==> src/rtl/arb_rr_8bitx2.sv <==
// Two-channel round-robin arbiter feeding a one-entry registered output stage.
// Define ARB_FIXED_PRIO_EN to replace round-robin with fixed priority (a over b).
module arb_rr_8bitx2 #(
  parameter int WIDTH = 8
) (
  input  logic             clk,
  input  logic             rst_n,
  input  logic             a_valid,
  input  logic [WIDTH-1:0] a_data,
  output logic             a_ready,
  input  logic             b_valid,
  input  logic [WIDTH-1:0] b_data,
  output logic             b_ready,
  output logic             s_valid,
  output logic [WIDTH-1:0] s_data,
  output logic             s_sel,
  input  logic             s_ready
);

  // Handshake: a transfer happens on a rising edge where valid and ready are both 1.
  localparam logic [0:0] ST_EMPTY = 1'b0;
  localparam logic [0:0] ST_FULL  = 1'b1;

  logic [0:0]       r_state;
  logic [WIDTH-1:0] r_data;
  logic             r_sel;
  logic             w_can_load;
  logic             w_gnt_a;
  logic             w_gnt_b;
  logic             w_load;

`ifdef ARB_FIXED_PRIO_EN
  assign w_gnt_a = a_valid;
  assign w_gnt_b = b_valid & ~a_valid;
`else
  logic r_last;

  // Under contention the channel that did not win last time is granted.
  assign w_gnt_a = a_valid & (~b_valid | r_last);
  assign w_gnt_b = b_valid & (~a_valid | ~r_last);

  always_ff @(posedge clk or negedge rst_n) begin
    if (!rst_n) begin
      r_last <= 1'b1;
    end else if (w_load) begin
      r_last <= w_gnt_b;
    end
  end
`endif

  assign w_can_load = (r_state == ST_EMPTY) | s_ready;

  // Readies are held low while reset is asserted so nothing is accepted then.
  assign a_ready = rst_n & w_can_load & w_gnt_a;
  assign b_ready = rst_n & w_can_load & w_gnt_b;
  assign w_load  = a_ready | b_ready;

  always_ff @(posedge clk or negedge rst_n) begin
    if (!rst_n) begin
      r_state <= ST_EMPTY;
      r_data  <= '0;
      r_sel   <= 1'b0;
    end else if (w_load) begin
      r_state <= ST_FULL;
      r_data  <= w_gnt_b ? b_data : a_data;
      r_sel   <= w_gnt_b;
    end else if ((r_state == ST_FULL) && s_ready) begin
      r_state <= ST_EMPTY;
    end
  end

  assign s_valid = (r_state == ST_FULL);
  assign s_data  = r_data;
  assign s_sel   = r_sel;

endmodule
==> config.mk <==
export PLATFORM = sky130hd
export DESIGN_NAME = arb_rr_8bitx2
export DESIGN_NICKNAME = d
export VERILOG_FILES = /design/src/rtl/arb_rr_8bitx2.sv
export SDC_FILE = /design/constraint.sdc
export NUM_CORES = 1
export LEC_CHECK = 0
export CORE_UTILIZATION = 37
export CTS_CLUSTER_DIAMETER = 60
export CTS_CLUSTER_SIZE = 8
export DETAILED_ROUTE_END_ITERATION = 8
export PLACE_DENSITY = 0.88
export SLEW_MARGIN = 20
export SYNTH_ARGS = -nofsm -noshare
export SYNTH_HDL_FRONTEND = slang
export SYNTH_SLANG_ARGS = --single-unit
==> constraint.sdc <==
create_clock -name clk -period 1.9 [get_ports clk]
set_clock_uncertainty 0.2 [all_clocks]
set_input_delay 0.19 -clock clk [delete_from_list [all_inputs] [get_ports clk]]
set_output_delay 0.19 -clock clk [all_outputs]
set_load 0.01 [all_outputs]
==> metrics.cfg <==
[routing]
drt_iter0_drc = 10
wl_per_cell_um = 15.28
dr.pass1.iters = 4
num_vias = 559
drt_wl_total_mm = 1.574
ant_nets = 0
drc = 0
via_per_inst = 5.427

[worst_setup_path]
cp_cell_sequence = and2b_1 > nor3_1 > clkbuf_2
rr_worst_depth = 4
cp.required_ps = 1510
slowest_stage = dfstp_2
arrival_ps = 1310
reg2reg_from = r_last
regToRegSetupSlack_ps = 290
cp-start-kind = register
crit_path_max_fanout = 4
criticalPathCategory = register to primary output
worst_setup_path_end_kind = primary output
slowest_delay_ps = 560
r2r_end = s_data[4]

[hold_path]
hold_class = input pin to async pin

[clocking]
cts-buffers-inserted = 3
ctsResizeCount = 2
cts_max_level = 1
cts-root-buf = clkbuf_4
insertion_delay_ps = 260
cts-hold-fix-buffers = 0
cts_tree = done
cts.sinks = 11
clockBufferDepth = 2
cts_setup_buffers = 0
clk_pin_slew_worst_paths_ps = 60

[sta]
rsz0062_at_grt = no
slew_headroom_pct = 76.61
tightest_slew_ps = 350.5
whs_ps = 78.75
min_period_over_period_pct = 89.43
hold_viol_final = 0
min_period_ps = 1699
layout_setup_ws_ps = 200.8
setup_viol = 0
timing.fmax_mhz = 588.5
slew_violations = 0
fin_tns_setup_ps = 0

[floorplan]
num_rows = 14
die-area_mm2 = 0.001842
design.core.area_mm2 = 0.001541
dieWidth_um = 42.92
start_util_pct = 40.18
die_h_um = 42.92
boundaryPins = 33

[power_and_ir_drop]
powerDensity_mw_per_mm2 = 780.5
p_int_uw = 558.3
power_uw = 784.2
p_sw_uw = 225.9
ir_worst_vdd_uv = 519.2
switching_share_pct = 28.81
power_frac_seq_pct = 40.2
clock_power_share_pct = 19.4
power_leakage_nw = 0.4046
p_comb_share_pct = 40.4

[global_route]
grt_use_total_pct = 19.41
grt_pass1_vias = 579
grt_max_degree = 16
overflow = 0
grt_first_pass_wirelength_mm = 2.628
antenna_found_initial = 0

[finish]
n_antenna_cell = 0
drive_above_1_share_pct = 27.59
nFillCells = 120
design_area_mm2 = 0.001005
final_common_cell = clkdlybuf4s50_1
multi_input_area_um2 = 307.8
ff_latch_area_um2 = 276.5
nNetsFinal = 109
final_cell_mix = clkdlybuf4s50_1 (30), dfrtp_1 (10), o32ai_2 (8), a2bb2oi_1 (8), buf_4 (7)
syn2layout_area_growth_pct = 62.22

[status]
run_status = finished, final reports clean

[synthesis]
ys_top_cells_by_area = dfrtp_1 (40%), o32ai_2 (21%), a2bb2oi_1 (11%)
synth_nets = 68
synth_area_um2 = 619.3
yosysTopAreaCell = dfrtp_1
ys_types = 19
synthCells = 47
synth_seq_cells = 11
synth_top_area_share_pct = 40.40
yosysWarningCount = 0
postSynthAreaPerCell_um2 = 13.18
yosysSeqAreaShare_pct = 44.65

[placement]
hpwl_mm = 1.284
numPortBuffers = 32
placed_area_um2 = 984.7
preCtsSetupSlack_ps = -59.50
gp_congestion = 0.8000

[job]
max-cap-violations = 0

-- registers in the layout, summed over array words and instances, names as in the netlist --
register  flops
s_data        8
s_sel         1
s_valid       1
r_last        1
-- cell type report --
type,instances,share of cell area (%)
repair buffers,39,36.49
well taps,16,1.993
clock buffers,4,2.615
flip-flops and latches,11,27.52
inverters,2,0.7472
multi-input cells,31,30.64
-- cell families after synthesis --
kind of cell / synth area share (%)
buffers and inverters: 5.656
AND/OR/NAND/NOR: 11.11
AO/OA/AOI/OAI: 38.58
flip-flops: 44.65
-- layer usage --
metal	global-route usage, %	routed length [µm]
met1	24.73	662
met2	30.30	751
met3	6.383	144
met4	7.500	16
met5	0	0
-- worst max-delay path by stage --
stage / from / to / slack (ps) / cells after the start
2_1_floorplan: r_last / a_ready / 410 / 3
3_3_place_gp: s_ready / a_ready / -20 / 5
3_5_place_dp: b_valid / b_ready / -60 / 4
4_1_cts: r_last / a_ready / 70 / 3
5_1_grt: r_last / a_ready / 100 / 3
6_report: r_last / a_ready / 200 / 3
-- stage by stage --
| stage | instances | utilization, % |
|---|---|---|
| after global placement | 99 | 63.88 |
| after global routing | 103 | 65.18 |
| after CTS | 103 | 65.42 |
| after detailed placement | 99 | 63.88 |
| after floorplan | 47 | - |
| final | 103 | 65.18 |
-- critical path: cells and delay by family, from the launching register on --
kind	cells	cell delay [ps]
buffers and inverters	1	160
DFF	1	560
and+or+nand+nor	2	330
-- power by group through the flow --
stage / clock network, mW / registers, mW / logic, mW
global route: 0.172 / 0.321 / 0.338
detailed placement: 0 / 0.319 / 0.321
floorplan: 0 / 0.334 / 0.136
finish: 0.152 / 0.315 / 0.317
CTS: 0.158 / 0.315 / 0.320
global placement: 0 / 0.317 / 0.315
-- cells in the mapped netlist --
cell and number:
a21bo_2 1, a21oi_1 1, a2bb2oi_1 8, a31oi_1 3
and2_1 1, and2b_1 1, buf_2 1, buf_6 2
dfrtp_1 10, dfstp_2 1, inv_1 2, nand2_1 1
nand2b_4 1, nor2_1 2, nor2_2 1, nor3_1 1
nor3b_4 1, o21ai_0 1, o32ai_2 8
(Power assumes the default switching activity.)
